--- src/rtl/demux_dispatcher.sv ---
// One-word-per-channel 1:4 dispatcher: routes an input stream to four buffered
// output channels, either by explicit address or in strict round-robin order.
module demux_dispatcher #(
    parameter int DW = 8
) (
    input  logic            clk,
    input  logic            rst,
    input  logic            in_valid,
    output logic            in_ready,
    input  logic [DW-1:0]   in_data,
    input  logic [1:0]      in_sel,
    input  logic            mode,
    output logic [3:0]      out_valid,
    input  logic [3:0]      out_ready,
    output logic [4*DW-1:0] out_data,
    output logic            s1,
    output logic            s0,
    output logic [15:0]     accept_cnt
);

    logic [DW-1:0] data_q [4];
    logic [3:0]    full_q;
    logic [1:0]    rr_ptr;
    logic [1:0]    target;
    logic          accept;
    logic [3:0]    drain;

    // Round-robin never skips a busy channel, so the target is just the pointer.
    assign target   = mode ? rr_ptr : in_sel;
    assign in_ready = !full_q[target] | out_ready[target];
    assign accept   = in_valid & in_ready;
    assign drain    = full_q & out_ready;

    assign out_valid = full_q;

    always_comb begin
        out_data = '0;
        for (int n = 0; n < 4; n++) begin
            out_data[n*DW +: DW] = data_q[n];
        end
    end

    always_ff @(posedge clk or posedge rst) begin
        if (rst) begin
            full_q     <= '0;
            rr_ptr     <= '0;
            s1         <= 1'b0;
            s0         <= 1'b0;
            accept_cnt <= '0;
            for (int n = 0; n < 4; n++) begin
                data_q[n] <= '0;
            end
        end else begin
            for (int n = 0; n < 4; n++) begin
                // A fill on the same edge as a drain keeps the channel full with no bubble.
                if (accept && (target == 2'(n))) begin
                    data_q[n] <= in_data;
                    full_q[n] <= 1'b1;
                end else if (drain[n]) begin
                    full_q[n] <= 1'b0;
                end
            end
            if (accept) begin
                {s1, s0}   <= target;
                accept_cnt <= accept_cnt + 16'd1;
                if (mode) begin
                    rr_ptr <= rr_ptr + 2'd1;
                end
            end
        end
    end

endmodule

--- config.mk ---
export PLATFORM = sky130hd
export DESIGN_NAME = demux_dispatcher
export DESIGN_NICKNAME = d
export VERILOG_FILES = /design/src/rtl/demux_dispatcher.sv
export SDC_FILE = /design/constraint.sdc
export NUM_CORES = 1
export LEC_CHECK = 0
export CAP_MARGIN = 20
export CORE_AREA = 2 2 65 114
export CTS_CLUSTER_SIZE = 40
export DETAILED_ROUTE_END_ITERATION = 10
export DIE_AREA = 0 0 67 116
export MAX_ROUTING_LAYER = met4
export SKIP_CTS_REPAIR_TIMING = 1
export SLEW_MARGIN = 20
export SYNTH_ARGS = -nofsm -noshare
export SYNTH_HDL_FRONTEND = slang
export SYNTH_SLANG_ARGS = --single-unit
--- constraint.sdc ---
create_clock -name clk -period 2.1 [get_ports clk]
set_input_delay 0.315 -clock clk [delete_from_list [all_inputs] [get_ports clk]]
set_output_delay 0.315 -clock clk [all_outputs]
set_load 0.01 [all_outputs]
Yosys cells after proc, flatten, opt, wreduce, memory -nomap -nowiden
Index checks and enable logic that the tools add are counted.
{"block": "word_totals", "reg_bits": 56, "latchBits": 0, "ram_bits": 0, "rom_bits": 0, "in_bits": 18, "output_inout_bits": 55, "n_memories": 0}
{"block": "classes", "addsub": 2, "mul": 0, "div_mod_pow": 0, "n_lt_le_gt_ge": 1, "eq_ne": 3, "shifts": 0, "muxes": 13, "bitwise_logic": 3, "n_reduce_logical": 11}
{"op": "16-bit by 1-bit adder with 16-bit output (second input constant)", "count": 1}
{"op": "1-bit 2-to-1 mux", "count": 10}
{"op": "2-bit nonzero test", "count": 4}
{"op": "4-bit bitwise AND", "count": 1}
{"op": "1-bit binary-select mux with 2-bit select", "count": 2}
{"op": "2-bit == test (second input constant)", "count": 2}
{"op": "1-bit logical AND", "count": 4}
{"op": "2-bit by 3-bit less-than comparator with 1-bit output (second input constant)", "count": 1}
{"op": "2-bit by 1-bit adder with 2-bit output (second input constant)", "count": 1}
{"op": "2-bit by 1-bit == test with 1-bit output (second input constant)", "count": 1}
{"op": "2-bit zero test", "count": 1}
{"op": "2-bit 2-to-1 mux", "count": 1}
{"op": "2-bit AND reduction", "count": 1}
{"op": "1-bit bitwise AND", "count": 1}
{"op": "1-bit zero test", "count": 1}
{"op": "1-bit OR", "count": 1}

Logic depth before layout (Yosys ltp)
{"block": "logic_depth", "ltp_word": 8, "depth_mapped": 6, "mapped_depth_nobuf": 6}

Worst setup path before layout
No wires, ideal clock.
{"block": "synth_timing", "path_type": "register to register", "startpoint": "register rr_ptr[0]", "endpoint": "register data_q, in the netlist out_data[0]", "arrival_ns": 1.601, "required_ns": 1.975, "setup_slack_ns": 0.373, "stages_incl_launch_ff": 6, "path_cell_list": "dfrtp_1 > mux2i_2 > nand2_2 > or3b_1 > buf_6 > mux2_4"}
{"block": "synth_between", "elab_chain_cells": 7}
{"item": "start, declared", "line_no": "23", "rtl": "logic [1:0] rr_ptr;"}
{"item": "start signal, assigned", "line_no": "67", "rtl": "rr_ptr <= rr_ptr + 2'd1;"}
{"item": "2-bit 2-to-1 mux *", "line_no": "29", "rtl": "assign target = mode ? rr_ptr : in_sel;"}
{"item": "1-bit binary-select mux with 2-bit select", "line_no": "30", "rtl": "assign in_ready = !full_q[target] | out_ready[target];"}
{"item": "1-bit 2-to-1 mux (implied by the code)", "line_no": "30"}
{"item": "1-bit zero test", "line_no": "30"}
{"item": "1-bit OR", "line_no": "30"}
{"item": "1-bit bitwise AND", "line_no": "31", "rtl": "assign accept = in_valid & in_ready;"}
{"item": "1-bit logical AND *", "line_no": "56", "rtl": "if (accept && (target == 2'(n))) begin"}
{"item": "end signal, assigned by index", "line_no": "57", "rtl": "data_q[n] <= in_data;"}
{"item": "end, declared", "line_no": "21", "rtl": "logic [DW-1:0] data_q [4];"}
Mark *: on every way between the ends. The rest lies on a longest branch, timed or not. The select of a mux whose other input is x is not followed.
A chain may end at the register's enable or synchronous reset.

Final worst setup path
{"block": "layout_timing", "startpoint": "input port mode", "endpoint": "register data_q, in the netlist out_data[2]"}
{"block": "layout_between", "elab_chain_cells": 7}
{"item": "start, declared", "line_no": "12", "rtl": "input logic mode,"}
{"item": "2-bit 2-to-1 mux *", "line_no": "29"}
{"item": "1-bit binary-select mux with 2-bit select", "line_no": "30"}
{"item": "1-bit 2-to-1 mux (implied by the code)", "line_no": "30"}
{"item": "1-bit zero test", "line_no": "30"}
{"item": "1-bit OR", "line_no": "30"}
{"item": "1-bit bitwise AND", "line_no": "31"}
{"item": "1-bit logical AND *", "line_no": "56"}
Marked as above.

==> results by group <==
Logic synthesis
  • Post-Syn Area: between 0.002 and 0.0025 sq mm
  • Cells after synthesis: between 150 and 200
  • Synth Register Bits: 56
  • Syn. warnings: 0
  • Seq/Total Area, Yosys: 0.598
  • Post-synth EDFFs: 0
  • Top_reg_cell synth: dfrtp_1
  • Count of different cell masters after synthesis: 26
  • Avg Inst Size Synth: 14.2 sq um
  • Post-synth net total: 184
  • Ys async rst share: 1.00

Critical path
  • CP Depth: 6
  • Worst Reg-to-Reg Cells: 5
  • Critical path type: in -> reg
  • Crit start category: input pin
  • CP bufs+invs: 3
  • Required time of the critical path: 2.28 ns
  • Reg-to-reg startpoint: rr_ptr[1]
  • Critical Path Source: mode
  • Crit. End Element: flop
  • Slowest stage cell, crit path: clkdlybuf4s50_1
  • Arrival time at the worst endpoint: ~2.2 ns
  • Max incr delay on CP: 0.55 ns
  • Crit path max-delay family: buffers and inverters
  • Sequence of cells on the critical path: clkdlybuf4s50_1 -> mux2_4 -> buf_4 -> or3b_1 -> buf_4 -> mux2_4
  • Crit-path max FO: 5
  • Setup slack, reg-to-reg: 0.30 ns

GRT
  • Antenna violations before repair: 0
  • Largest net degree at the start of global routing: 57
  • GRT overflow: 0
  • Vias in the first global route: 1732
  • All-Layer GR Usage: 0.157
  • First-pass GRT wire length: 8.87 mm

STA
  • Measured slew at the worst slew-check pin: 0.373 ns
  • RSZ-0062 raised after global routing: no
  • Fin Setup TNS: 0 ns
  • Fin worst setup slack: 0.0651 ns
  • Setup-failing EPs final: 0
  • Final min period: 2.03 ns
  • Slew Viols, Final: 0
  • Tcrit/Tclk final: 0.969
  • Max Fclk: 491 MHz
  • Clock skew: 0.00308 ns
  • Hold Vio Cnt, Final: 0
  • Slew HR: 0.751

Clocking
  • Bufs on Longest Clock Path: 2
  • Sink Count: 56
  • Clock-pin slew on the worst setup and hold paths: 0.07 ns
  • Clock Tree Root: clkbuf_16
  • Total CTS buffers: 5
  • H-tree Lvls: 2
  • Clock Latency Late Sink: 0.29 ns
  • CTS tree: yes

Floorplanning
  • Chip width: 67 um
  • Die area: 0.00777 sq mm
  • Die Span Y: between 100 and 150 um
  • Core Region: 0.00681 sq mm
  • Initial Utilization: 0.344
  • Boundary Pins: 73
  • Rows: 40

Power and ir drop
  • Clock group share of total power: 0.174
  • Leak: 1.51 nW
  • Switch share: 0.300
  • Maximum vdd drop: 0.759 mV
  • Combinational fraction of design power: 0.435
  • Share of total power in sequential cells: 0.391
  • Pint: 3.25 mW
  • Switching pwr: between 1 and 1.5 mW
  • Pwr Density: 1340 mW/mm^2

Route
  • 1st-pass router iterations: 4
  • Vias per cell: 4.72
  • WL per Instance: 15.4 um
  • Antenna Violating Nets Remaining: 0
  • Vias: 1634
  • DRT iter0 DRCs: 89
  • Post-Route WL: 5.34 mm
  • DRC: 0

Finish
  • Final nets: 281
  • Fin area: 0.00346 sq mm
  • Final Util: 0.509
  • Number of fill cells: 661
  • Area Overhead vs Synth: 47.9%
  • Layout cell share with drive strength beyond 1: 0.252
  • N_diodes: 0
  • Final non-filler cell total: 346

Placement
  • Post-DP HPWL: 4.03 mm
  • Post-DP Area: 0.00332 sq mm
  • Port buffer count: 72
  • DP Cell Count: about 340
  • Pre-CTS setup slack: -0.263 ns
  • Placer congestion estimate: roughly 0.73

Run status
  • Outcome: complete, no violations

Job
  • Max Cap Viol: 0

Worst hold path
  • Min-delay worst type: in -> async
-- power groups by stage --
stage	registers, mW	clock network [mW]	logic [mW]
2_1_floorplan	1.98	0	0.715
4_1_cts	1.82	0.835	2.06
5_1_grt	1.88	0.875	2.17
3_3_place_gp	1.84	0	2.02
3_5_place_dp	1.84	0	2.05
6_report	1.81	0.806	2.02
-- cells in the final DEF, fill, tap and decap left out, drive strengths merged, types with 4 or more instances in the layout --
master,n
and3,5
clkdlybuf4s50,71
nand2,11
nor2,4
nand2b,6
mux2i,4
nand4,7
clkbuf,5
buf,21
nand3,8
mux2,35
xnor2,16
dfrtp,56
-- per-layer routing --
metal | vias up | share of wire | routed length (um) | GRT usage
met1 | 812 | 0.40 | 2130 | 0.174
met3 | 6 | 0.045 | 239 | 0.0330
met2 | 47 | 0.54 | 2890 | 0.271
met5 | - | 0 | 0 | -
li1 | 769 | - | - | -
met4 | 0 | 0.015 | 81 | 0.0612
-- cells by family (layout without fill, tap and decap cells) --
| family | after synthesis | after routing | synth area share |
|---|---|---|---|
| flops | 56 | 56 | 0.598 |
| simple gates | 46 | 46 | 0.106 |
| mux | 39 | 39 | 0.201 |
| xor+xnor | 17 | 17 | 0.0636 |
| buf+inv | 4 | 101 | 0.0128 |
| compound gates | 2 | 2 | 0.0123 |
| fa+ha+maj | 1 | 1 | 0.00534 |
-- registers in the layout, summed over array words and instances (netlist names) --
name        cells
s1              1
out_data       32
accept_cnt     16
s0              1
rr_ptr          2
out_valid       4
-- worst min-delay path, stage by stage --
cell and delay [ns]:
clkdlybuf4s50_1 0.42, inv_2 0.07, buf_12 0.28
-- synth_stat cells, types with 2 or more instances --
master / n / area share
and3_1: 5 / 0.013
nand3_1: 8 / 0.017
buf_6: 2 / 0.0096
mux2i_1: 3 / 0.013
dfrtp_1: 56 / 0.60
nand2b_1: 6 / 0.016
xnor2_1: 16 / 0.060
mux2_2: 25 / 0.12
mux2_4: 9 / 0.058
nor2_1: 4 / 0.0064
nand2_1: 10 / 0.016
nand4_1: 7 / 0.019
-- metrics by stage --
stage	hold WS, ns	total power [mW]
2_1_floorplan	0.446	2.70
3_3_place_gp	0.463	3.86
3_5_place_dp	0.474	3.88
4_1_cts	0.416	4.71
5_1_grt	0.426	4.93
6_report	0.404	4.63
-- layout make-up --
| class | instances | area, sq um | share of cell area |
|---|---|---|---|
| inverter | 1 | 3.75 | 0.00108 |
| tap | 84 | 105 | 0.0303 |
| sequential | 56 | 1400 | 0.404 |
| clock buffer | 5 | 125 | 0.0361 |
| clock inverter | 2 | 12.5 | 0.00361 |
| timing repair buffer | 93 | 906 | 0.261 |
| multi-input combinational | 105 | 911 | 0.263 |
-- worst paths after layout --
| path | endpoint |
|---|---|
| worst max register to register | out_data[2] |
| max in group asynchronous | accept_cnt[6] |
| worst min-delay path | accept_cnt[12] |
| min in group clk | accept_cnt[15] |
| worst min register to register | accept_cnt[15] |
| worst max-delay path | out_data[2] |
Power figures use the tool's default switching activity.
